### src/rtl/fetch_pkg.sv
// Shared constants and types for the instruction fetch stage.
package fetch_pkg;

    localparam logic [31:0] NOP_INSN         = 32'h0000_0000;
    localparam logic [31:0] DEFAULT_START_PC = 32'h8002_0000;

    typedef enum logic [1:0] {
        ST_IDLE  = 2'd0,
        ST_RUN   = 2'd1,
        ST_FLUSH = 2'd2
    } fetch_state_t;

    // Redirect targets ignore the byte offset within the word.
    function automatic logic [31:0] word_align(input logic [31:0] addr);
        return {addr[31:2], 2'b00};
    endfunction

endpackage

### src/rtl/fetch_fifo.sv
// Small synchronous FIFO with a combinational head, used for the
// instruction buffer and the in-order PC tag queue of the fetch stage.
module fetch_fifo #(
    parameter int WIDTH = 32,
    parameter int DEPTH = 2,
    localparam int AW = (DEPTH > 1) ? $clog2(DEPTH) : 1,
    localparam int CW = $clog2(DEPTH + 1)
) (
    input  logic             clock,
    input  logic             reset,
    input  logic             clear,
    input  logic             push,
    input  logic [WIDTH-1:0] push_data,
    input  logic             pop,
    output logic [WIDTH-1:0] head_data,
    output logic             full,
    output logic             empty,
    output logic [CW-1:0]    count
);

    logic [WIDTH-1:0] mem_reg [DEPTH];
    logic [AW-1:0]    rd_ptr_reg;
    logic [AW-1:0]    wr_ptr_reg;
    logic [CW-1:0]    count_reg;
    logic             do_push;
    logic             do_pop;

    function automatic logic [AW-1:0] bump(input logic [AW-1:0] p);
        return (p == AW'(DEPTH - 1)) ? '0 : p + AW'(1);
    endfunction

    assign full      = (count_reg == CW'(DEPTH));
    assign empty     = (count_reg == '0);
    assign count     = count_reg;
    assign head_data = mem_reg[rd_ptr_reg];

    // Clear wins over everything; a push into a full FIFO is only legal
    // when the head leaves in the same cycle.
    assign do_pop  = pop && !empty && !clear;
    assign do_push = push && !clear && (!full || do_pop);

    // Storage array: written on push, no reset needed.
    always_ff @(posedge clock) begin
        if (do_push) begin
            mem_reg[wr_ptr_reg] <= push_data;
        end
    end

    // Pointer and occupancy bookkeeping.
    always_ff @(posedge clock) begin
        if (reset || clear) begin
            rd_ptr_reg <= '0;
            wr_ptr_reg <= '0;
            count_reg  <= '0;
        end else begin
            if (do_push) wr_ptr_reg <= bump(wr_ptr_reg);
            if (do_pop)  rd_ptr_reg <= bump(rd_ptr_reg);
            if (do_push && !do_pop)      count_reg <= count_reg + CW'(1);
            else if (!do_push && do_pop) count_reg <= count_reg - CW'(1);
        end
    end

    // Overflow means the upstream credit logic is broken.
    always_ff @(posedge clock) begin
        if (!reset && !clear) begin
            assert (!(push && full && !do_pop));
        end
    end

endmodule

### src/rtl/fetch_unit.sv
// Instruction fetch stage: owns the fetch PC, issues word reads under a
// credit limit, tags responses with their PC and buffers them for decode.
module fetch_unit
    import fetch_pkg::*;
#(
    parameter logic [31:0] START_PC  = DEFAULT_START_PC,
    parameter int          BUF_DEPTH = 2
) (
    input  logic        clock,
    input  logic        reset,
    input  logic        enable,
    input  logic        stall,
    input  logic        redirect_valid,
    input  logic [31:0] redirect_pc,
    output logic        mem_req,
    output logic [31:0] mem_addr,
    input  logic        mem_ready,
    input  logic        mem_resp_valid,
    input  logic [31:0] mem_resp_data,
    output logic [31:0] insn,
    output logic        insn_valid,
    output logic [31:0] pc
);

    localparam int CW = $clog2(BUF_DEPTH + 1);

    fetch_state_t  state_reg;
    logic [31:0]   fetch_pc_reg;
    logic [31:0]   pc_hold_reg;
    logic [CW-1:0] outstanding_reg;
    logic [CW-1:0] outstanding_next;

    logic [63:0]   buf_head;
    logic          buf_full;
    logic          buf_empty;
    logic [CW-1:0] buf_count;
    logic [31:0]   tag_head;
    logic          tag_full;
    logic          tag_empty;
    logic [CW-1:0] tag_count;

    logic          pop;
    logic          accept;
    logic          push;
    logic [CW:0]   credit_used;
    logic          unused_ok;

    assign insn_valid = !buf_empty;
    assign insn       = buf_empty ? NOP_INSN : buf_head[31:0];
    assign pc         = buf_empty ? pc_hold_reg : buf_head[63:32];
    assign mem_addr   = fetch_pc_reg;

    assign pop    = insn_valid && !stall;
    assign accept = mem_req && mem_ready;
    // Responses are only kept while running and not being redirected.
    assign push   = mem_resp_valid && (state_reg == ST_RUN) && !redirect_valid;

    // Slots already claimed after this cycle's pop: in-flight reads plus
    // buffered entries must stay within the buffer depth.
    assign credit_used = {1'b0, outstanding_reg} + {1'b0, buf_count} - {{CW{1'b0}}, pop};
    assign mem_req     = (state_reg == ST_RUN) && enable && !redirect_valid
                         && (credit_used < (CW+1)'(BUF_DEPTH));

    assign unused_ok = ^{buf_full, tag_full, tag_empty, tag_count};

    // Net change of in-flight reads this cycle.
    always_comb begin
        outstanding_next = outstanding_reg;
        if (accept && !mem_resp_valid)      outstanding_next = outstanding_reg + CW'(1);
        else if (!accept && mem_resp_valid) outstanding_next = outstanding_reg - CW'(1);
    end

    // Control FSM: IDLE until enabled, RUN issues, FLUSH drains stale reads.
    always_ff @(posedge clock) begin
        if (reset) begin
            state_reg <= ST_IDLE;
        end else begin
            case (state_reg)
                ST_IDLE: begin
                    if (enable) state_reg <= ST_RUN;
                end
                ST_RUN: begin
                    if (redirect_valid) begin
                        state_reg <= (outstanding_next != '0) ? ST_FLUSH : ST_RUN;
                    end else if (!enable && outstanding_reg == '0) begin
                        state_reg <= ST_IDLE;
                    end
                end
                ST_FLUSH: begin
                    if (outstanding_next == '0) state_reg <= ST_RUN;
                end
                default: state_reg <= ST_IDLE;
            endcase
        end
    end

    // Fetch PC, in-flight count and the PC shown while the buffer is empty.
    always_ff @(posedge clock) begin
        if (reset) begin
            fetch_pc_reg    <= START_PC;
            outstanding_reg <= '0;
            pc_hold_reg     <= START_PC;
        end else begin
            if (redirect_valid)  fetch_pc_reg <= word_align(redirect_pc);
            else if (accept)     fetch_pc_reg <= fetch_pc_reg + 32'd4;
            outstanding_reg <= outstanding_next;
            if (!buf_empty) pc_hold_reg <= buf_head[63:32];
        end
    end

    // PC of every accepted read, consumed in order as responses return.
    fetch_fifo #(.WIDTH(32), .DEPTH(BUF_DEPTH)) u_tag_queue (
        .clock     (clock),
        .reset     (reset),
        .clear     (1'b0),
        .push      (accept),
        .push_data (fetch_pc_reg),
        .pop       (mem_resp_valid),
        .head_data (tag_head),
        .full      (tag_full),
        .empty     (tag_empty),
        .count     (tag_count)
    );

    // {pc, insn} entries waiting for decode; a redirect empties it.
    fetch_fifo #(.WIDTH(64), .DEPTH(BUF_DEPTH)) u_insn_buf (
        .clock     (clock),
        .reset     (reset),
        .clear     (redirect_valid),
        .push      (push),
        .push_data ({tag_head, mem_resp_data}),
        .pop       (pop),
        .head_data (buf_head),
        .full      (buf_full),
        .empty     (buf_empty),
        .count     (buf_count)
    );

endmodule

### config.mk
export PLATFORM = sky130hd
export DESIGN_NAME = fetch_unit
export DESIGN_NICKNAME = d
export VERILOG_FILES = /design/src/rtl/fetch_pkg.sv /design/src/rtl/fetch_fifo.sv /design/src/rtl/fetch_unit.sv
export SDC_FILE = /design/constraint.sdc
export NUM_CORES = 1
export LEC_CHECK = 0
export CORE_MARGIN = 2
export CORE_UTILIZATION = 50
export DETAILED_ROUTE_END_ITERATION = 10
export PLACE_DENSITY = 0.75
export SYNTH_ARGS = -nofsm -noshare
export SYNTH_HDL_FRONTEND = slang
export SYNTH_HIERARCHICAL = 1
export SYNTH_SLANG_ARGS = --single-unit
### constraint.sdc
create_clock -name clock -period 9.4 [get_ports clock]
set_input_delay 2.82 -clock clock [delete_from_list [all_inputs] [get_ports clock]]
set_output_delay 2.82 -clock clock [all_outputs]
set_load 0.02 [all_outputs]
* Word level (Yosys, flattened, before mapping)
Memory sizes are Yosys's and may differ from the RTL's. A register that Yosys moved wholly into a read port is not among the register bits. Cells that the tools add are included.
Cells by class: $add $sub $neg 13, magnitude comparators 1, equal/unequal tests 7, multiplexer cells 28, reductions and logical operators 47
Operator list (number):
- $mux 32 | 4
- $add 32x3->32 const B | 1
- $mux 2 | 11
- $logic_and 1x1->1 | 20
- $logic_not 1->1 | 13
- $mux 1 | 12
- $logic_not 2->1 | 5
- $reduce_bool 2->1 | 4
- $add 2x1->2 const B | 3
- $eq 2x2->1 const B | 3
- $pmux 2 s3 | 1
- $sub 2x1->2 const B | 3
- $add 1x1->1 const B | 4
- $ne 2x2->1 const B | 2
- $add 2x2->3 | 1
- $logic_or 1x1->1 | 3
- $lt 3x2->1 const B | 1
- $ne 3x2->1 const B | 1
- $reduce_and 3->1 | 1
- $sub 3x1->3 | 1
- $eq 2x1->1 const B | 1
- $reduce_or 2->1 | 1
Storage, ports and cells: bits in registers 76, memory bits (writable) 192, bits of input ports 71, output and inout bits 98, logic and storage cells 109, memories kept 2
Memory list:
- u_insn_buf.mem_reg | depth 2, bits a word 64, rd ports 1, clocked after Yosys merged registers in 1, write ports 1, RTL line fetch_fifo.sv:21 | logic [WIDTH-1:0] mem_reg [DEPTH];
- u_tag_queue.mem_reg | depth 2, bits a word 32, rd ports 1, clocked after Yosys merged registers in 1, write ports 1, RTL line fetch_fifo.sv:21

* Longest topological paths before layout
word-level depth 15, depth in mapped cells 20, depth with buffers taken out 14

* Modules after synthesis
The synthesis kept the hierarchy.
By module, submodules not included:
- fetch_fifo (u_insn_buf) | times used 1, cells each 228, area each 4863.4 um^2, sequential area each 3943.8 um^2
- fetch_unit | times used 1, cells each 411, area each 3568.4 um^2, sequential area each 1321.3 um^2
- fetch_fifo (u_tag_queue) | times used 1, cells each 129, area each 2551.2 um^2, sequential area each 2021.9 um^2

* Worst setup path after synthesis
Ideal clock, no wire load.
path type input port to output port, start point input port stall, end point output port mem_req, arrival time 4.377 ns, required time 6.580 ns, path slack 2.203 ns, cell stages on the path 6, path buffers 0, cells stage by stage nor2_1 ha_1 nand2b_1 fa_1 xnor2_1 nor3_1
Between the ends: longest elaborated chain between the ends 5
RTL lines:
- from (decl) | RTL line fetch_unit.sv:12 | input logic stall,
- $logic_not 1->1 | RTL line fetch_unit.sv:53 | assign pop = insn_valid && !stall;
- $logic_and 1x1->1 | RTL line fetch_unit.sv:53
- $sub 3x1->3 | RTL line fetch_unit.sv:60 | assign credit_used = {1'b0, outstanding_reg} + {1'b0, buf_count} - {{CW{1'b0}}, pop};
- $lt 3x2->1 | RTL line fetch_unit.sv:62 | && (credit_used < (CW+1)'(BUF_DEPTH));
- $logic_and 1x1->1 | RTL line fetch_unit.sv:62
- to (decl) | RTL line fetch_unit.sv:15 | output logic mem_req,
Every way passes these cells.

* Worst setup path after layout
start point input port stall, end point output port mem_req
Between the ends: longest elaborated chain between the ends 5
RTL lines:
- $logic_not 1->1 | RTL line fetch_unit.sv:53
- $logic_and 1x1->1 | RTL line fetch_unit.sv:53
- via pop | RTL line fetch_unit.sv:42 | logic pop;
- $sub 3x1->3 | RTL line fetch_unit.sv:60
- $lt 3x2->1 | RTL line fetch_unit.sv:62
- $logic_and 1x1->1 | RTL line fetch_unit.sv:62
The timed path passes the listed nets, and every way through them passes these cells.

==> flow_metrics.tcl <==
set metrics [dict create \
    finalCritPeriodShare 0.866 \
    slew-limit-headroom 0.346 \
    avgSynthCellArea_um2 14.3 \
    clock_latency_ns 0.52 \
    fmax_mhz 123 \
    grt_pass1_vias 6808 \
    cts.repair.resized 0 \
    cts_setup_buffers 0 \
    setup_tns_ns 0 \
    synth_warnings 6 \
    io_pins 169 \
    rows 54 \
    worst_pin_slew_ns 0.979 \
    min_path_type "register to register" \
    detail-route-antenna-nets 0 \
    portBuffers 164 \
    end_kind "primary output" \
    htree_num_levels 1 \
    grt_max_degree 73 \
    cts.path.max_buffers 3 \
    finalHoldViolCount 0 \
    clock_tree.root_cell "clkbuf_16" \
    fillers 1607 \
    die_h_um 152 \
    rsz0062_at_grt "false" \
    layout_min_cycle_time_ns 8.14 \
    clk_pin_slew_ns 0.06 \
    vias 6728 \
    grtUsageTotal 0.186 \
    powerDensity_nw_per_um2 182 \
    synthToLayoutAreaGrowth_pct 25.4 \
    synth.cell_area_um2 11000 \
    p_leak_nw 4.65 \
    cp.arrival_ns 5.32 \
    die_x_um 152 \
    largest_reg_flops 128 \
    post-place-ws_ns 1.26 \
    start_util 0.506 \
    die_area_um2 23200 \
    antenna_found_initial 0 \
    cts_tree "yes" \
    drt_wl_total_mm 21.6 \
    final_nets 1018 \
    synth_cells 767 \
    grt_pass1_wl_mm 35.0 \
    hold_slack_ns 0.497 \
    drcViolationCount 0 \
    setup_viol 0 \
    status "complete, no violations" \
    dr.pass1.iters 5 \
    viasPerCell 5.43 \
    antenna_cells 0 \
    clock-sinks 268 \
    drive_above_1_share 0.210 \
    fin_skew_ns 0.00896 \
    drv_slew 0 \
    setup_ws_ns 1.26 \
    gp_congestion 0.808 \
    cts_hold_buf 0 \
    dpl.hpwl_mm 13.6 \
    numCtsBuffers 27 \
    grt.overflow.total 0 \
    first_iter_violations 416 \
    worstPathRequired_ns 6.58 \
    crit_path_max_fanout 3 \
    vdd_drop_max_v 0.000111 \
    worstSetupPathType "input port to primary output" \
    cp-start-kind "input port" \
    maxCapViolCount 0 \
    avgRoutedWirePerCell_um 17.4 \
    core-area_um2 21700 \
]
[worst paths after layout]
kind                     startpoint                         end  cells past startpoint  slack (ns)
max                           stall                     mem_req                      8        1.26
min reg2reg  u_tag_queue/wr_ptr_reg      u_tag_queue/wr_ptr_reg                      2        0.50
min          u_tag_queue/wr_ptr_reg      u_tag_queue/wr_ptr_reg                      2        0.50
max reg2reg     u_insn_buf/count[0]  u_tag_queue/mem_reg[0][20]                     14        4.52
[cell type report]
class                   instances  area [um^2]  share of cell area
clock buffers                  39          761              0.0552
clock inverters                10          128             0.00927
inverters                      17         68.8             0.00500
multi-input cells             453         3470               0.252
flip-flops and latches        268         7290               0.529
well taps                     280          350              0.0254
repair buffers                173         1700               0.124
[cells in the final DEF (no fill, tap or decap), types with 4 or more instances in the layout]
| master | instances |
|---|---|
| nand2b_1 | 4 |
| buf_4 | 9 |
| a21oi_1 | 24 |
| or3_1 | 12 |
| conb_1 | 11 |
| clkinv_2 | 5 |
| nor2b_1 | 65 |
| a31oi_1 | 14 |
| dfxtp_1 | 75 |
| or2_2 | 8 |
| clkbuf_1 | 8 |
| nand4_1 | 11 |
| clkbuf_8 | 4 |
| inv_1 | 16 |
| mux2_2 | 128 |
| nor3_1 | 4 |
| o21ai_0 | 12 |
| clkdlybuf4s50_1 | 163 |
| clkbuf_16 | 27 |
| and3_1 | 6 |
| nand2_1 | 40 |
| o211ai_1 | 5 |
| xor2_1 | 6 |
| ha_1 | 6 |
| nor2_1 | 23 |
| nand3_1 | 11 |
| edfxtp_1 | 192 |
[per-layer routing]
layer | part of all wire | up-vias | wire length (um) | global-route usage
li1 | - | 3198 | - | -
met1 | 0.45 | 3257 | 9650 | 0.252
met2 | 0.47 | 245 | 10200 | 0.316
met3 | 0.063 | 28 | 1360 | 0.0290
met4 | 0.017 | 0 | 371 | 0.0476
met5 | 0 | - | 0 | 0
[through the flow]
stage,cells,utilization,power (mW),area [um^2]
after floorplan,777,-,1.40,11000
after global placement,1191,0.594,1.48,12900
after detailed placement,1191,0.594,1.48,12900
after CTS,1240,0.635,2.54,13800
after global routing,1240,0.635,2.60,13800
final,1240,0.635,2.51,13800
[worst max-delay path, stage by stage]
cell and delay [ns]:
clkdlybuf4s50_1 0.48, nor2_1 0.25, ha_1 0.28, nand2b_1 0.15, fa_1 0.38, xnor2_1 0.16
nor3_1 0.17, clkdlybuf4s50_1 0.63
[power by group]
| group | internal (mW) | switching, mW |
|---|---|---|
| registers | 1.28 | 0.0208 |
| logic | 0.0783 | 0.0744 |
| clock network | 0.642 | 0.415 |
| total | 2.00 | 0.510 |
Note: power is estimated with default switching activity, not from simulation.
